<file path="src/rtl/deser_frame_ctrl.sv">
// deser_frame_ctrl
// Frame controller for the 8-bit serial-to-parallel path. Hunts the serial
// bitstream for SYNC_BYTE, reads a length byte, frames that many payload bytes
// and checks a trailing XOR checksum byte. Payload bytes are offered to the
// consumer through a one-entry valid/ready output register.
//
// Ports
//   clock_in     single system clock, rising edge
//   reset        synchronous, active-high reset
//   bit_valid    Data_in is sampled only when 1
//   Data_in      serial bit, MSB of each byte first
//   Data_out     payload byte
//   data_valid   Data_out holds an undelivered payload byte
//   data_ready   consumer accepts Data_out when data_valid=1
//   frame_start  one-cycle pulse after the last SYNC bit
//   frame_end    one-cycle pulse after the last CHK bit or a bad LEN byte
//   frame_err    status of the last completed frame, updated with frame_end
//   overflow     sticky, a payload byte was dropped
//   state        debug: 0 HUNT, 1 LEN, 2 PAYLOAD, 3 CHK
module deser_frame_ctrl #(
   parameter logic [7:0]  SYNC_BYTE = 8'hA5,
   parameter int unsigned MAX_LEN   = 16
) (
   input  logic       clock_in,
   input  logic       reset,
   input  logic       bit_valid,
   input  logic       Data_in,
   output logic [7:0] Data_out,
   output logic       data_valid,
   input  logic       data_ready,
   output logic       frame_start,
   output logic       frame_end,
   output logic       frame_err,
   output logic       overflow,
   output logic [1:0] state
);

   typedef enum logic [1:0] {
      StHunt    = 2'd0,
      StLen     = 2'd1,
      StPayload = 2'd2,
      StChk     = 2'd3
   } state_e;

   state_e     state_q, state_d;
   logic [7:0] shift_q, shift_d;
   logic [3:0] fill_q, fill_d;       // bits seen since HUNT entry, saturates at 8
   logic [2:0] bit_cnt_q, bit_cnt_d;
   logic [7:0] rem_q, rem_d;         // payload bytes still to come
   logic [7:0] chk_q, chk_d;
   logic [7:0] data_q, data_d;
   logic       valid_q, valid_d;
   logic       start_q, start_d;
   logic       end_q, end_d;
   logic       err_q, err_d;
   logic       ovf_q, ovf_d;

   logic       byte_done;
   logic       pay_byte;
   logic       len_ok;

   // Framing: shift register, counters, checksum and state.
   always_comb begin
      shift_d   = shift_q;
      fill_d    = fill_q;
      bit_cnt_d = bit_cnt_q;
      rem_d     = rem_q;
      chk_d     = chk_q;
      state_d   = state_q;
      start_d   = 1'b0;
      end_d     = 1'b0;
      err_d     = err_q;
      byte_done = 1'b0;
      pay_byte  = 1'b0;

      if (bit_valid) begin
         shift_d = {shift_q[6:0], Data_in};
         if (state_q == StHunt) begin
            fill_d = (fill_q == 4'd8) ? 4'd8 : fill_q + 4'd1;
            // The fill guard stops stale pre-HUNT bits from forming a match.
            if (fill_d == 4'd8 && shift_d == SYNC_BYTE) begin
               state_d   = StLen;
               start_d   = 1'b1;
               bit_cnt_d = 3'd0;
            end
         end else begin
            bit_cnt_d = bit_cnt_q + 3'd1;
            byte_done = (bit_cnt_q == 3'd7);
         end
      end

      len_ok = (shift_d != 8'd0) && (32'(shift_d) <= MAX_LEN);

      if (byte_done) begin
         case (state_q)
            StLen: begin
               if (len_ok) begin
                  state_d = StPayload;
                  rem_d   = shift_d;
                  chk_d   = 8'd0;
               end else begin
                  state_d = StHunt;
                  fill_d  = 4'd0;
                  end_d   = 1'b1;
                  err_d   = 1'b1;
               end
            end
            StPayload: begin
               pay_byte = 1'b1;
               chk_d    = chk_q ^ shift_d;
               rem_d    = rem_q - 8'd1;
               if (rem_q == 8'd1) begin
                  state_d = StChk;
               end
            end
            StChk: begin
               state_d = StHunt;
               fill_d  = 4'd0;
               end_d   = 1'b1;
               err_d   = (shift_d != chk_q);
            end
            default: ;
         endcase
      end
   end

   // One-entry output register; a byte arriving while the held one is
   // stalled is dropped but has already been folded into the checksum.
   always_comb begin
      data_d  = data_q;
      valid_d = valid_q;
      ovf_d   = ovf_q;
      if (pay_byte) begin
         if (!valid_q || data_ready) begin
            data_d  = shift_d;
            valid_d = 1'b1;
         end else begin
            ovf_d = 1'b1;
         end
      end else if (valid_q && data_ready) begin
         valid_d = 1'b0;
      end
   end

   always_ff @(posedge clock_in) begin
      if (reset) begin
         state_q   <= StHunt;
         shift_q   <= 8'd0;
         fill_q    <= 4'd0;
         bit_cnt_q <= 3'd0;
         rem_q     <= 8'd0;
         chk_q     <= 8'd0;
         data_q    <= 8'd0;
         valid_q   <= 1'b0;
         start_q   <= 1'b0;
         end_q     <= 1'b0;
         err_q     <= 1'b0;
         ovf_q     <= 1'b0;
      end else begin
         state_q   <= state_d;
         shift_q   <= shift_d;
         fill_q    <= fill_d;
         bit_cnt_q <= bit_cnt_d;
         rem_q     <= rem_d;
         chk_q     <= chk_d;
         data_q    <= data_d;
         valid_q   <= valid_d;
         start_q   <= start_d;
         end_q     <= end_d;
         err_q     <= err_d;
         ovf_q     <= ovf_d;
      end
   end

   assign Data_out    = data_q;
   assign data_valid  = valid_q;
   assign frame_start = start_q;
   assign frame_end   = end_q;
   assign frame_err   = err_q;
   assign overflow    = ovf_q;
   assign state       = state_q;

endmodule

</file>
<file path="config.mk">
export PLATFORM = sky130hd
export DESIGN_NAME = deser_frame_ctrl
export DESIGN_NICKNAME = d
export VERILOG_FILES = /design/src/rtl/deser_frame_ctrl.sv
export SDC_FILE = /design/constraint.sdc
export NUM_CORES = 1
export LEC_CHECK = 0
export ABC_AREA = 1
export CORE_MARGIN = 2
export CORE_UTILIZATION = 62
export CTS_CLUSTER_SIZE = 12
export DETAILED_ROUTE_END_ITERATION = 16
export HOLD_SLACK_MARGIN = 0.12
export PLACE_DENSITY_LB_ADDON = 0.12
export SYNTH_ARGS = -nofsm -noshare
export SYNTH_HDL_FRONTEND = slang
export SYNTH_SLANG_ARGS = --single-unit
</file>
<file path="constraint.sdc">
create_clock -name clock_in -period 2.4 [get_ports clock_in]
set_input_delay 0.24 -clock clock_in [delete_from_list [all_inputs] [get_ports clock_in]]
set_output_delay 0.24 -clock clock_in [all_outputs]
set_load 0.05 [all_outputs]
</file>
==> flow_metrics.tcl, run 1 <==
set metrics [dict create \
    synth_adder_area_share_pct 3.02 \
    root_buffer "clkbuf_8" \
    netlist_top_cells_area "dfxtp_1, nand2_1, nor2_1" \
    n_antenna_cell 0 \
    synth_top_family_by_area "simple AND/OR/NAND/NOR gates" \
    cp_slowest_stage_delay_ns 0.45 \
    cts_tree "built" \
    crit_path_start_kind "register" \
    synthXorXnorAreaFrac_pct 3.52 \
    cts_resized 0 \
    synth_compound_area_share_pct 14.6 \
    htree_levels 2 \
    sequentialPowerShare_pct 55.2 \
    timing.fmax_mhz 535 \
    final_cells 413 \
    synth_top_area_cell "dfxtp_1" \
    coreArea_um2 3940 \
    cap_viol_max_count 0 \
    power_density_nw_per_um2 504 \
    clk_latency_ns 0.30 \
    synthSimpleGateAreaFrac_pct 32.0 \
    grt_pass1_vias 2010 \
    dpl.hpwl_um 3800 \
    fillCellCount 339 \
    yosys_warnings 0 \
    holdBufCountCts 0 \
    drc 0 \
    vdd_ir_drop_max_v 0.000370 \
    ys_ff_latch 46 \
    io_buffers 19 \
    p_leak_nw 1.24 \
    switching_share_pct 24.0 \
    cts_setup_buffers 0 \
    intPower_mw 1.07 \
    clock_skew_ns 0.00706 \
    finalHoldViolations 0 \
    synthCells 344 \
    pin_count 20 \
    grt_antenna_before_repair 0 \
    multiInputGateArea_um2 1320 \
    slowest_stage "nor2_2" \
    num_vias 2176 \
    dr.first_iter.drc_count 107 \
    ys_seq_area_share_pct 37.0 \
    rsz0062_at_grt "no" \
    die_w_um 67.4 \
    synth_nets 355 \
    combPwrFrac_pct 8.0 \
    place_congestion 0.824 \
    synthMuxAreaShare_pct 0 \
    worstPathCellList "inv_1, nor2_2, nand2_4, nor2_8, o21ai_0, a21oi_1" \
    pwr-share-clk_pct 36.9 \
    wl_um 5150 \
    hold_ws_ns 0.469 \
    cp_max_fo 19 \
    grt.overflow.total 0 \
    tns_ns 0 \
    cts_num_sinks 46 \
    grt_max_degree 30 \
    syn2layout_area_growth_pct 12.7 \
    firstDrtPassIters 4 \
    routedWlPerCell_um 12.5 \
    clock_path_buffers 2 \
    grt_usage_pct 25.5 \
    dieArea_um2 4540 \
    period_minus_slack_ns 1.87 \
    cp-end-kind "register" \
    yosys.area.top_type_share_pct 37.0 \
    status "finished clean" \
    hp-class "register to register" \
    p_switching_uw 340 \
    report.final.slew_viol_count 0 \
    crit_type "register to register" \
    numCtsBuffers 5 \
    ant_nets 0 \
    ys_types 35 \
    path_clk_slew_ns 0.09 \
    die_y_um 67.4 \
    drive_gt1_share_pct 13.2 \
    routed_via_density 5.27 \
    regArea_um2 921 \
    dp.cells 405 \
    fin_crit_sh_pct 77.9 \
    relSlewSlack_pct 54.9 \
    critical_path_arrival_ns 2.11 \
    layout.nets 373 \
    netlist_area_um2 2490 \
    start_util_pct 63.2 \
    row_count 23 \
    avgSynthCellArea_um2 7.24 \
    setup_violations 0 \
    worst_pin_slew_ns 0.676 \
    crit_required_ns 2.64 \
    grt_pass1_wl_um 8680 \
]
## routing by layer
metal	track usage [%]	wire (um)	vias up
li1	-	-	1139
met1	30.4	2420	1004
met2	45.2	2480	25
met3	5.17	170	8
met4	9.44	74	0
met5	0	0	-
## cell usage after synthesis
cell and count:
inv_2 3, nand3b_1 1, o21ai_0 21, nand2_1 68, a21oi_1 13, inv_1 38
buf_12 1, a21oi_2 10, a21boi_0 1, o22ai_1 2, nand2_4 1, nand3_1 25
nand2_2 5, clkbuf_1 5, nand3_2 5, nor2_1 48, o21a_1 1, nor2_2 5
a211oi_1 3, a211oi_2 2, buf_6 3, nand4_1 5, and3b_1 1, xnor2_1 2
o211ai_1 1, buf_2 4, xor2_1 8, nor3_1 2, or2_1 3, o21ai_1 1
dfxtp_1 46, nor2_8 1, nor3_4 1, o21ai_2 2, ha_1 6
## flip-flops by register name, indices dropped and copies added, names as in the netlist, 2 cells and up
signal     cells
shift_q        8
fill_q         4
Data_out       8
state          2
bit_cnt_q      3
rem_q          8
chk_q          8
## area by class of cell
cell class	instances	area share, %
Clock buffer	7	3.43
Clock inverter	1	0.312
Inverter	41	5.49
Multi-Input combinational cell	244	47.1
Sequential cell	46	32.8
Tap cell	50	2.23
Timing Repair Buffer	24	8.56
## worst max-delay path, delay by kind of cell (launching register included)
kind	cells	cell delay (ns)
simple gates	3	0.99
flops	1	0.43
compound gates	2	0.27
buf+inv	1	0.11
## per-stage QoR
stage | worst slack [ns] | area (um^2) | util, % | total power, mW
after global placement | 0.378 | 2700 | 68.5 | 0.907
after floorplan | 0.564 | 2490 | - | 0.876
after global routing | 0.327 | 2810 | 71.2 | 1.47
after detailed placement | 0.326 | 2700 | 68.5 | 0.909
final | 0.530 | 2810 | 71.2 | 1.41
after CTS | 0.501 | 2810 | 71.2 | 1.42
## kinds of logic (layout without fill, tap and decap cells)
logic type / count (synthesis) / in the layout
simple gates: 171 / 171
fa+ha+maj: 6 / 6
compound gates: 57 / 57
xor+xnor: 10 / 10
buf+inv: 54 / 73
flops: 46 / 46
## path summary, 6_finish.rpt
path	start	end	slack, ns	cells after the start
max	state[1]	Data_out[1]	0.53	6
min	bit_cnt_q[0]	bit_cnt_q[0]	0.47	1
max reg2reg	state[1]	Data_out[1]	0.53	6
min reg2reg	bit_cnt_q[0]	bit_cnt_q[0]	0.47	1
## cells in the final DEF, fill, tap and decap left out
cell	count
nand4_1	5
ha_1	6
nor3_4	1
nand3_2	5
nand2_2	5
inv_1	38
nand3_1	25
clkinv_4	1
nor3_1	2
o22ai_1	2
nand3b_1	1
nor2_1	48
or2_1	3
a211oi_1	3
and3b_1	1
buf_12	1
dfxtp_1	46
xnor2_1	2
clkdlybuf4s50_1	19
nor2_2	5
o21a_1	1
a211oi_2	2
a21oi_2	10
clkbuf_8	7
a21boi_0	1
nor2_8	1
o21ai_2	2
nand2_1	68
nand2_4	1
o21ai_1	1
o211ai_1	1
inv_2	3
xor2_1	8
o21ai_0	21
a21oi_1	13
buf_4	4
## power groups by stage
| stage | sequential, mW | combinational (mW) | clock (mW) |
|---|---|---|---|
| after CTS | 0.780 | 0.113 | 0.533 |
| after detailed placement | 0.798 | 0.112 | 0 |
| after global routing | 0.781 | 0.128 | 0.563 |
| final | 0.780 | 0.112 | 0.521 |
| after floorplan | 0.796 | 0.0807 | 0 |
| after global placement | 0.798 | 0.110 | 0 |
No activity file was read; power rests on OpenSTA's default activity.
==> run 2, diff against run 1 <==
--- a/config.mk
+++ b/config.mk
@@ -7,7 +7,7 @@
 export LEC_CHECK = 0
 export ABC_AREA = 1
 export CORE_MARGIN = 2
-export CORE_UTILIZATION = 62
+export CORE_UTILIZATION = 52
 export CTS_CLUSTER_SIZE = 12
 export DETAILED_ROUTE_END_ITERATION = 16
 export HOLD_SLACK_MARGIN = 0.12
==> constraint.sdc (replaced) <==
create_clock -name clock_in -period 1.5 [get_ports clock_in]
set_input_delay 0.15 -clock clock_in [delete_from_list [all_inputs] [get_ports clock_in]]
set_output_delay 0.15 -clock clock_in [all_outputs]
set_load 0.05 [all_outputs]
==> run 2 against run 1 <==
Net effect:
- sequential share of layout area fell by 5.0 points
- flip-flop and latch count did not move
- highest routed layer unchanged
- utilization rose by 1.4 points
- clock power rose by 59%
==> flow_metrics.tcl, run 2 (synthesized netlist as in run 1, its figures left out) <==
set metrics [dict create \
    intPower_mw 1.71 \
    r2r_end "rem_q[5]" \
    htree_levels 2 \
    worst_pin_slew_ns 0.692 \
    status "finished clean" \
    r2r_slack_ns 0.02 \
    root_buffer "clkbuf_8" \
    hp-class "register to register" \
    critical_path_arrival_ns 1.69 \
    fillCellCount 366 \
    vdd_ir_drop_max_v 0.000599 \
    met1_usage_pct 30.8 \
    row_count 25 \
    drc 0 \
    dr.first_iter.drc_count 94 \
    sequentialPowerShare_pct 53.0 \
    routed_via_density 5.19 \
    hold_ws_ns 0.486 \
    relSlewSlack_pct 53.7 \
    dieArea_um2 5360 \
    min_delay_path_depth 2 \
    die_y_um 73.2 \
    drive_gt1_share_pct 36.4 \
    finalHoldViolations 0 \
    die_w_um 73.2 \
    cts_num_sinks 46 \
    pin_count 20 \
    ant_nets 0 \
    crit_path_start_kind "register" \
    start_util_pct 53.4 \
    num_vias 2401 \
    clk_latency_ns 0.31 \
    dp_slack_ns -0.431 \
    fin_ws_ns 0.0186 \
    min_to "overflow" \
    power_density_nw_per_um2 696 \
    fin_crit_sh_pct 98.8 \
    rsz0062_at_grt "yes" \
    grt_pass1_wl_um 9260 \
    met2_usage_pct 34.4 \
    grtUsageMet3_pct 4.56 \
    cp-end-kind "register" \
    period_minus_slack_ns 1.48 \
    report.final.slew_viol_count 0 \
    p_leak_nw 1.56 \
    cp_max_fo 7 \
    pwr-share-clk_pct 35.3 \
    crit_required_ns 1.70 \
    reg2reg_depth 9 \
    switching_share_pct 27.4 \
    dpl.hpwl_um 4220 \
    layout_commonest_cell "nand2_1" \
    syn2layout_area_growth_pct 35.8 \
    grt_busiest_layer "met2" \
    cts_tree "built" \
    wl_um 6280 \
    setup_violations 0 \
    p_switching_uw 644 \
    crit_type "register to register" \
    slowest_stage "dfxtp_2" \
    place_congestion 0.864 \
    routedWlPerCell_um 13.6 \
    grt.overflow.total 0 \
    cap_viol_max_count 0 \
    firstDrtPassIters 4 \
    clock_path_buffers 2 \
    grt_max_degree 23 \
    combPwrFrac_pct 11.8 \
    cp_slowest_stage_delay_ns 0.35 \
    path_clk_slew_ns 0.10 \
    min_from "overflow" \
    grt_usage_pct 22.4 \
    coreArea_um2 4660 \
    layout_common_cells "nand2_1, buf_4, nor2_1" \
    grt_antenna_before_repair 0 \
    holdBufCountCts 0 \
    layout.nets 419 \
    n_antenna_cell 0 \
    grt_pass1_vias 2028 \
    timing.fmax_mhz 675 \
    numCtsBuffers 5 \
    clock_skew_ns 0.0108 \
    worstPathCellList "nand2_1, nand2_2, nor2_4, nand3_2, nand2_2, nand3_4, clkbuf_16, a21oi_4, nor2_1" \
    io_buffers 19 \
    crit_path_frequent_cell "nand2_2" \
    crit-reg2reg-launch "shift_q[0]" \
]
[run 2: cell count changes in the layout (fill, tap and decap cells not counted), sizes merged]
cell | previous run | this run
inv | 41 | 43
nor2 | 54 | 55
buf | 5 | 63
clkdlybuf4s50 | 19 | 3
clkdlybuf4s15 | 0 | 1
[run 2: worst max path at each step]
stage	start	endpoint	slack, ns
final	shift_q[0]	rem_q[5]	0.02
after floorplan	state[1]	rem_q[2]	0.0007
after global placement	bit_valid	rem_q[5]	-0.39
after CTS	bit_cnt_q[1]	chk_q[4]	0.004
after global routing	shift_q[0]	rem_q[2]	-0.1
after detailed placement	bit_valid	chk_q[3]	-0.43
[run 2: per-layer routing]
layer / vias up / routed length, um
met5: - / 0
met4: 0 / 152
met3: 11 / 314
met2: 57 / 2870
met1: 1098 / 2940
li1: 1235 / -
[run 2: worst max-delay path: cells and delay by family (launching register included)]
kind                   cells  cell delay, ns
AND/OR/NAND/NOR            7            0.68
flip-flops                 1            0.35
buffers and inverters      1            0.22
AO/OA/AOI/OAI              1            0.11
[run 2: power by group through the flow]
stage | Combinational [mW] | Sequential (mW) | Clock, mW
4_1_cts | 0.233 | 1.24 | 0.842
5_1_grt | 0.308 | 1.25 | 0.881
3_3_place_gp | 0.231 | 1.27 | 0
3_5_place_dp | 0.232 | 1.27 | 0
2_1_floorplan | 0.130 | 1.27 | 0
6_report | 0.277 | 1.25 | 0.830
[run 2: repair_timing]
item / in CTS / in global routing
pin swaps: 1 / 8
buffers inserted: 1 / 7
endpoints found under the setup margin: 19 / 29
gates cloned: 0 / 4
gates resized for setup: 7 / 48
[run 2: final cells by class]
type	count	area, um^2	area share [%]
inverters	41	156	4.63
flip-flops and latches	46	942	27.9
clock buffers	5	68.8	2.04
clock inverters	3	28.8	0.851
well taps	54	67.6	2.00
repair buffers	69	603	17.8
multi-input cells	245	1510	44.8
[run 2: metrics by stage]
step / instances / util (%) / total power [mW] / cell area (um^2) / TNS (ns)
6_report: 463 / 72.5 / 2.35 / 3380 / 0
5_1_grt: 463 / 72.5 / 2.44 / 3380 / -0.901
4_1_cts: 452 / 66.1 / 2.32 / 3080 / 0
3_5_place_dp: 443 / 63.4 / 1.50 / 2960 / -10.45
3_3_place_gp: 443 / 63.4 / 1.50 / 2960 / -9.55
2_1_floorplan: 344 / - / 1.40 / 2510 / 0
